$ cat config.mk
export PLATFORM = sky130hd
export DESIGN_NAME = fifo_axis_unpacker
export DESIGN_NICKNAME = d
export VERILOG_FILES = /design/src/rtl/mlp_conv_pkg.sv /design/src/rtl/fifo_axis_unpacker.sv
export SDC_FILE = /design/constraint.sdc
export NUM_CORES = 1
export LEC_CHECK = 0
export ABC_CLOCK_PERIOD_IN_PS = 1900
export BUFFER_PORTS_ARGS = -buffer_cell sky130_fd_sc_hd__buf_2
export CAP_MARGIN = 10
export CORE_UTILIZATION = 40
export DETAILED_ROUTE_END_ITERATION = 8
export PLACE_DENSITY = 0.69
export SLEW_MARGIN = 20
export SYNTH_ARGS = -nofsm -noshare
export SYNTH_HDL_FRONTEND = slang
export SYNTH_SLANG_ARGS = --single-unit
$ cat constraint.sdc
create_clock -name CLK -period 1.9 [get_ports CLK]
set_input_delay 0.19 -clock CLK [delete_from_list [all_inputs] [get_ports CLK]]
set_output_delay 0.19 -clock CLK [all_outputs]
set_load 0.01 [all_outputs]
$ cat src/rtl/mlp_conv_pkg.sv
// Shared types and helpers for the mlp_conv datapath blocks.
package mlp_conv_pkg;

    typedef enum logic [1:0] {IDLE, FETCH, STREAM} unpack_state_t;

    function automatic int lanes(input int data_width, input int elem_width);
        return data_width / elem_width;
    endfunction

endpackage

$ cat src/rtl/fifo_axis_unpacker.sv
// Pops words from a first-word-fall-through FIFO and serialises them lane by lane
// onto an AXI-Stream master, framing CFG_LEN elements with TLAST.
module fifo_axis_unpacker
    import mlp_conv_pkg::*;
#(
    parameter int DATA_WIDTH = 32,
    parameter int ELEM_WIDTH = 8,
    parameter int LEN_WIDTH  = 16
) (
    input  logic                  CLK,
    input  logic                  RESETN,
    input  logic                  CFG_START,
    input  logic [LEN_WIDTH-1:0]  CFG_LEN,
    output logic                  FIFO_RD_CMD,
    input  logic [DATA_WIDTH-1:0] FIFO_RD_DATA,
    input  logic                  FIFO_EMPTY,
    output logic [ELEM_WIDTH-1:0] M_AXIS_TDATA,
    output logic                  M_AXIS_TVALID,
    input  logic                  M_AXIS_TREADY,
    output logic                  M_AXIS_TLAST,
    output logic                  BUSY,
    output logic                  DONE
);

    localparam int LANES  = lanes(DATA_WIDTH, ELEM_WIDTH);
    localparam int LANE_W = (LANES > 1) ? $clog2(LANES) : 1;
    localparam logic [LANE_W-1:0] LAST_LANE = LANE_W'(LANES - 1);

    if (DATA_WIDTH % ELEM_WIDTH != 0) begin : g_width_check
        $error("fifo_axis_unpacker: DATA_WIDTH must be a multiple of ELEM_WIDTH");
    end

    unpack_state_t          state;
    unpack_state_t          next_state;
    logic [DATA_WIDTH-1:0]  word;
    logic [LANE_W-1:0]      lane;
    logic [LEN_WIDTH-1:0]   remaining;
    logic                   done;
    logic                   pop;
    logic                   last_elem;
    logic [ELEM_WIDTH-1:0]  elem;

    assign last_elem = (remaining == LEN_WIDTH'(1));

    always_comb begin
        next_state = state;
        pop        = 1'b0;
        elem       = '0;
        for (int i = 0; i < LANES; i++) begin
            if (lane == LANE_W'(i)) begin
                elem = word[i*ELEM_WIDTH +: ELEM_WIDTH];
            end
        end
        case (state)
            IDLE: begin
                if (CFG_START && (CFG_LEN != '0)) begin
                    next_state = FETCH;
                end
            end
            FETCH: begin
                if (!FIFO_EMPTY) begin
                    pop        = 1'b1;
                    next_state = STREAM;
                end
            end
            STREAM: begin
                if (M_AXIS_TREADY) begin
                    if (last_elem) begin
                        next_state = IDLE;
                    end else if (lane == LAST_LANE) begin
                        // Refill in the same cycle to keep the stream gap-free.
                        if (!FIFO_EMPTY) begin
                            pop = 1'b1;
                        end else begin
                            next_state = FETCH;
                        end
                    end
                end
            end
            default: next_state = IDLE;
        endcase
    end

    always_ff @(posedge CLK or negedge RESETN) begin
        if (!RESETN) begin
            state     <= IDLE;
            word      <= '0;
            lane      <= '0;
            remaining <= '0;
            done      <= 1'b0;
        end else begin
            state <= next_state;
            done  <= 1'b0;
            case (state)
                IDLE: begin
                    if (CFG_START) begin
                        remaining <= CFG_LEN;
                        done      <= (CFG_LEN == '0);
                    end
                end
                FETCH: begin
                    if (pop) begin
                        word <= FIFO_RD_DATA;
                        lane <= '0;
                    end
                end
                STREAM: begin
                    if (M_AXIS_TREADY) begin
                        if (remaining != '0) begin
                            remaining <= remaining - LEN_WIDTH'(1);
                        end
                        if (last_elem) begin
                            done <= 1'b1;
                        end else if (lane == LAST_LANE) begin
                            lane <= '0;
                            if (pop) begin
                                word <= FIFO_RD_DATA;
                            end
                        end else begin
                            lane <= lane + LANE_W'(1);
                        end
                    end
                end
                default: ;
            endcase
        end
    end

    assign FIFO_RD_CMD   = pop;
    assign M_AXIS_TVALID = (state == STREAM);
    assign M_AXIS_TLAST  = (state == STREAM) && last_elem;
    assign M_AXIS_TDATA  = (state == STREAM) ? elem : '0;
    assign BUSY          = (state != IDLE);
    assign DONE          = done;

endmodule

Word level (Yosys, flattened, before mapping)
Cells that the tools add are included.
{"block": "word_totals", "reg_bits": 53, "latchBits": 0, "mem_bits_rw": 0, "romBits": 0, "in_bits": 53, "output_inout_bits": 13, "wordCells": 72, "memories": 0}
{"block": "op_classes", "add_sub_neg": 2, "mul": 0, "div_mod_pow": 0, "magnitude_cmp": 0, "eq_ne": 16, "shifts": 0, "n_mux": 35, "n_bitwise": 0, "reduce_logical": 14}
{"operator": "2-to-1 mux 32 bit", "count": 4}
{"operator": "case mux 32 bit (2 select lines)", "count": 1}
{"operator": "2-to-1 mux 16 bit", "count": 3}
{"operator": "2-to-1 mux 8 bit", "count": 5}
{"operator": "case mux 16 bit (2 select lines)", "count": 1}
{"operator": "nonzero test 16 bit", "count": 2}
{"operator": "2-to-1 mux 2 bit", "count": 10}
{"operator": "== test 16 x 1 -> 1 bit (second input constant)", "count": 1}
{"operator": "logical NOT 16 bit", "count": 1}
{"operator": "subtractor 16 x 1 -> 16 bit (second input constant)", "count": 1}
{"operator": "AND reduction 4 bit", "count": 3}
{"operator": "!= test 2 bit (second input constant)", "count": 5}
{"operator": "2-to-1 mux 1 bit", "count": 7}
{"operator": "== test 2 bit (second input constant)", "count": 3}
{"operator": "!= test 2 x 1 -> 1 bit (second input constant)", "count": 3}
{"operator": "case mux 2 bit (3 select lines)", "count": 1}
{"operator": "nonzero test 2 bit", "count": 3}
{"operator": "AND reduction 5 bit", "count": 1}
{"operator": "== test 2 x 1 -> 1 bit (second input constant)", "count": 2}
{"operator": "logical NOT 2 bit", "count": 2}
{"operator": "case mux 1 bit (2 select lines)", "count": 2}
{"operator": "case mux 2 bit (2 select lines)", "count": 1}
{"operator": "!= test 3 x 1 -> 1 bit (second input constant)", "count": 1}
{"operator": "!= test 3 x 2 -> 1 bit (second input constant)", "count": 1}
{"operator": "other kinds (2)", "count": 3}

Longest topological paths before layout
{"block": "depth", "word_depth": 10, "ltp_mapped": 9, "mapped_depth_nobuf": 7}

Worst setup path after synthesis
Ideal clock, no wire load.
{"block": "synth_timing", "path_type": "reg-to-reg", "startpoint": "register state[0]", "endpoint": "register word[10]", "setup_ns": 0.125, "arrival_time_ns": 1.916, "t_required_ns": 1.775, "slack_ns": -0.142, "path_stages_with_launch": 8, "n_path_buf": 1, "period_less_slack_ns": 2.042, "path_cell_list": "dfrtp_1 inv_1 ha_1 and3_1 a22oi_4 nor3b_4 buf_12 mux2_4"}
{"block": "synth_between", "elab_chain_len": 7, "word_cells_on_any_way": 13, "classes_between": "5 x eq/ne; 6 x mux; 2 x reduce/logical"}
{"element": "start: declaration", "line": "fifo_axis_unpacker.sv:33", "rtl": "unpack_state_t state;"}
{"element": "start signal: assignment", "line": "fifo_axis_unpacker.sv:92", "rtl": "state <= next_state;"}
{"element": "== test 2 bit *"}
{"element": "via M_AXIS_TVALID", "line": "fifo_axis_unpacker.sv:18", "rtl": "output logic M_AXIS_TVALID,"}
{"element": "case mux 1 bit (2 select lines)", "line": "fifo_axis_unpacker.sv:54", "rtl": "case (state)"}
{"element": "2-to-1 mux 32 bit (4 in a row)"}
{"element": "case mux 32 bit (2 select lines)", "line": "fifo_axis_unpacker.sv:94", "rtl": "case (state)"}
{"element": "end signal: assignment", "line": "fifo_axis_unpacker.sv:87", "rtl": "word <= '0;"}
{"element": "end signal: assignment", "line": "fifo_axis_unpacker.sv:103", "rtl": "word <= FIFO_RD_DATA;"}
{"element": "end signal: assignment", "line": "fifo_axis_unpacker.sv:117", "rtl": "word <= FIFO_RD_DATA;"}
{"element": "end: declaration", "line": "fifo_axis_unpacker.sv:35", "rtl": "logic [DATA_WIDTH-1:0] word;"}
The timed path passes the listed nets; every way through them passes the cells marked *. The select of a mux whose other input is x is not followed.
A chain may end at the register's enable or synchronous reset.

Final worst setup path
{"block": "layout_timing", "startpoint": "register lane[0]", "endpoint": "output port M_AXIS_TDATA[7]"}
{"block": "layout_between", "elab_chain_len": 6, "word_cells_on_any_way": 9, "classes_between": "3 x eq/ne; 5 x mux; 1 x reduce/logical"}
{"element": "start: declaration", "line": "fifo_axis_unpacker.sv:36", "rtl": "logic [LANE_W-1:0] lane;"}
{"element": "start signal: assignment", "line": "fifo_axis_unpacker.sv:120", "rtl": "lane <= lane + LANE_W'(1);"}
{"element": "logical NOT 2 bit", "line": "fifo_axis_unpacker.sv:50", "rtl": "if (lane == LANE_W'(i)) begin"}
{"element": "2-to-1 mux 8 bit (3 in a row)", "line": "fifo_axis_unpacker.sv:50"}
{"element": "2-to-1 mux 8 bit *", "line": "fifo_axis_unpacker.sv:50"}
{"element": "2-to-1 mux 8 bit *", "line": "fifo_axis_unpacker.sv:132", "rtl": "assign M_AXIS_TDATA = (state == STREAM) ? elem : '0;"}
{"element": "end: declaration", "line": "fifo_axis_unpacker.sv:17", "rtl": "output logic [ELEM_WIDTH-1:0] M_AXIS_TDATA,"}
Every way passes the cells marked *; elsewhere a longest branch is shown, timed or not.

==> impl_metrics.py <==
metrics = {
    "cts": {
        "ctsHtreeMaxLevel": 2,
        "clk-insertion-delay-late_ns": 0.31,
        "clockBufferDepth": 2,
        "clkTransAtPathRegs_ns": 0.10,
        "cts.sinks": 53,
        "numCtsBuffers": 5,
        "cts_tree": "yes",
        "root_buffer": "clkbuf_8",
    },
    "sta": {
        "hold_viol": 0,
        "timing.final.max_slew_violations": 0,
        "setup_slack_ns": -0.1780,
        "skew_ns": 0.01193,
        "fin_crit_sh_pct": 109.4,
        "fin_hold_ws_ns": 0.09959,
        "rsz0062_at_grt": "true",
        "max_slew_margin_pct": 61.05,
        "worstMarginPinSlew_ns": 0.5843,
        "min_period_ns": 2.078,
        "fmax_mhz": 481.2,
        "setup_viol": 43,
    },
    "synth": {
        "syn_nets": 368,
        "ys_ff_latch": 53,
        "yosysTopAreaCell": "dfrtp_1",
        "avgSynthCellArea_um2": 10.68,
        "synth_edf_count": 0,
        "ys_async_sr_fraction_pct": 100.0,
        "netlist_instances": 303,
        "synth_cell_type_count": 52,
        "synth.top_cell.area_share_pct": 40.97,
        "yosysWarnings": 0,
        "ys_seq_area_share_pct": 40.97,
        "synth.area.top_cells": "dfrtp_1, mux2_4, ha_1, a21oi_1, nor2_1",
        "syn_area_mm2": 0.003237,
        "ys.flop_type": "dfrtp_1",
    },
    "route": {
        "drt-initial-drc-count": 141,
        "num_vias": 2803,
        "drt-vias-per-instance": 5.411,
        "drt_first_pass_iters": 4,
        "routed_wl_um": 8673,
        "drc": 0,
        "ant_nets": 0,
        "wl_per_cell_um": 16.74,
    },
    "setup_path": {
        "slowest_delay_ns": 0.46,
        "cp.required_ns": 1.71,
        "r2r_setup_slack_ns": -0.10,
        "r2r_cells": 7,
        "worstSetupEndpointType": "output port",
        "rr_startpoint": "remaining[5]$_DFFE_PN0P_",
        "cp.arrival_ns": 1.89,
        "critPathKind": "reg2out",
        "worstReg2RegEnd": "word[14]$_DFFE_PN0P_",
        "cp_max_fo": 7,
        "crit_path_end": "M_AXIS_TDATA[7]",
        "worstPathCellList": "inv_2 -> ha_4 -> nor2b_4 -> buf_4 -> a221oi_2 -> nor3_1 -> a21oi_1 -> nor2_1 -> buf_2",
        "cp-start-kind": "flip-flop",
        "critPathLaunch": "lane[0]$_DFFE_PN0P_",
        "slowest_stage": "dfrtp_2",
    },
    "grt": {
        "grt_first_pass_wirelength_um": 13700,
        "grt_usage_pct": 20.51,
        "antenna_found_initial": 0,
        "grt_overflow": 0,
        "grt_max_degree": 33,
        "grt_pass1_vias": 2817,
    },
    "pwr": {
        "power_density_mw_per_mm2": 1534,
        "p_sw_w": 0.002669,
        "vdd_drop_max_mv": 0.6337,
        "internal_power_w": 0.004099,
        "swShare_pct": 39.44,
        "leakagePower_nw": 1.984,
        "clockPowerShare_pct": 9.7,
        "power_frac_comb_pct": 58.7,
        "p_seq_share_pct": 31.6,
        "power.total_w": 0.006768,
    },
    "final_layout": {
        "antenna_cells": 0,
        "layout-drive-gt1-share_pct": 50.24,
        "postLayoutCellArea_mm2": 0.004413,
        "fin_nets": 481,
        "area_growth_pct": 36.34,
    },
    "placement": {
        "portBuffers": 65,
        "postPlaceCellArea_mm2": 0.003979,
        "hpwl_um": 5855,
        "gp_congestion": 0.8403,
    },
    "floorplanning": {
        "die_h_um": 91.96,
        "core_mm2": 0.007767,
        "pin_count": 66,
        "num_rows": 32,
        "die_x_um": 91.96,
        "dieArea_mm2": 0.008456,
        "start_util_pct": 41.67,
    },
    "run": {
        "drv_cap": 0,
    },
    "hold_path": {
        "hp-class": "in2reg",
    },
    "status": {
        "violations": "setup timing",
        "status": "finished, violations left",
    },
}
cells by family (layout without fill, tap and decap cells):
logic type	Yosys count	count (layout)	synth area share, %
AND/OR/NAND/NOR	102	102	18.05
AO/OA/AOI/OAI	76	76	16.51
flip-flops	53	53	40.97
multiplexers	34	34	15.27
buffers and inverters	26	139	4.561
adder cells (fa/ha/maj)	12	12	4.638
per-layer routing:
metal / vias up / global-route usage [%] / wire length (µm)
li1: 1337 / - / -
met4: 0 / 6.641 / 140
met3: 11 / 2.902 / 239
met2: 51 / 34.45 / 4309
met1: 1404 / 27.17 / 3983
met5: - / 0 / 0
cells in the mapped netlist (3+ instances only):
cell / n
dfrtp_1: 53
nor2b_1: 10
nand4_1: 4
a221oi_1: 7
o221a_2: 3
mux2_2: 3
a41oi_1: 3
nor3_1: 12
nand2_1: 22
a21oi_1: 25
ha_1: 12
buf_12: 3
nand3_1: 4
mux2_4: 30
nor3b_1: 3
inv_1: 10
clkbuf_1: 11
o21ai_0: 16
nor4_1: 5
o22a_1: 3
and3_1: 6
nor2_1: 24
placed cells by master, fill, tap and decap left out, types with 6 or more instances in the layout:
cell,Yosys,routed
mux2_4,30,30
nand2_1,22,21
buf_6,0,6
nor2b_1,10,9
buf_4,0,45
a21oi_1,25,24
nor3_1,12,10
buf_2,1,64
nor2_1,24,23
o21ai_0,16,14
ha_4,0,6
dfrtp_1,53,52
state kept, by name, summed over array words and instances (netlist names):
name and cells:
lane 2, word 32, DONE 1, state 2, remaining 16
per-stage QoR:
stage	util [%]	setup TNS, ns	worst slack, ns	std cells
floorplan	-	-2.511	-0.08371	303
global placement	51.22	-0.6111	-0.05673	499
detailed placement	51.22	-1.516	-0.08184	499
CTS	54.41	-3.243	-0.1337	512
global route	56.81	-8.366	-0.2540	518
finish	56.81	-3.584	-0.1780	518
worst min-delay path by stage:
stage                          start                    to  slack [ns]  cells past startpoint
floorplan                     RESETN        DONE$_DFF_PN0_       -0.11                      0
global placement              RESETN  word[17]$_DFFE_PN0P_        0.21                      1
detailed placement            RESETN   word[1]$_DFFE_PN0P_        0.22                      1
CTS                 FIFO_RD_DATA[30]  word[30]$_DFFE_PN0P_        0.09                      2
global route        FIFO_RD_DATA[22]  word[22]$_DFFE_PN0P_        0.09                      2
finish              FIFO_RD_DATA[30]  word[30]$_DFFE_PN0P_         0.1                      2
final cells by class:
type                       instances  area, µm²
clock buffer                       5      68.82
clock inverter                     2      16.27
fill                             681       3354
inverter                          10      37.54
multi-input combinational        224       1982
sequential                        53       1328
tap                              102      127.6
timing repair buffer             122      853.3
critical path, delay by kind of cell (launching register included):
kind            cells  cell delay [ns]
compound gates      2             0.11
fa+ha+maj           1             0.13
buf+inv             3             0.38
flops               1             0.46
simple gates        3             0.49
timing repair:
action	CTS	global route
hold endpoints to repair	23	0
setup endpoints to repair	48	57
pin swaps	5	13
setup buffers	4	4
resized for setup	25	23
hold buffers	1	0
gates cloned	1	3
power by group through the flow:
stage / Clock [W] / Combinational, W / Sequential [W]
2_1_floorplan: 0 / 0.00233 / 0.00210
3_3_place_gp: 0 / 0.00336 / 0.00211
4_1_cts: 0.000667 / 0.00367 / 0.00211
6_report: 0.000656 / 0.00397 / 0.00214
5_1_grt: 0.000713 / 0.00429 / 0.00220
3_5_place_dp: 0 / 0.00344 / 0.00211
Note: power is estimated with default switching activity, not from simulation.
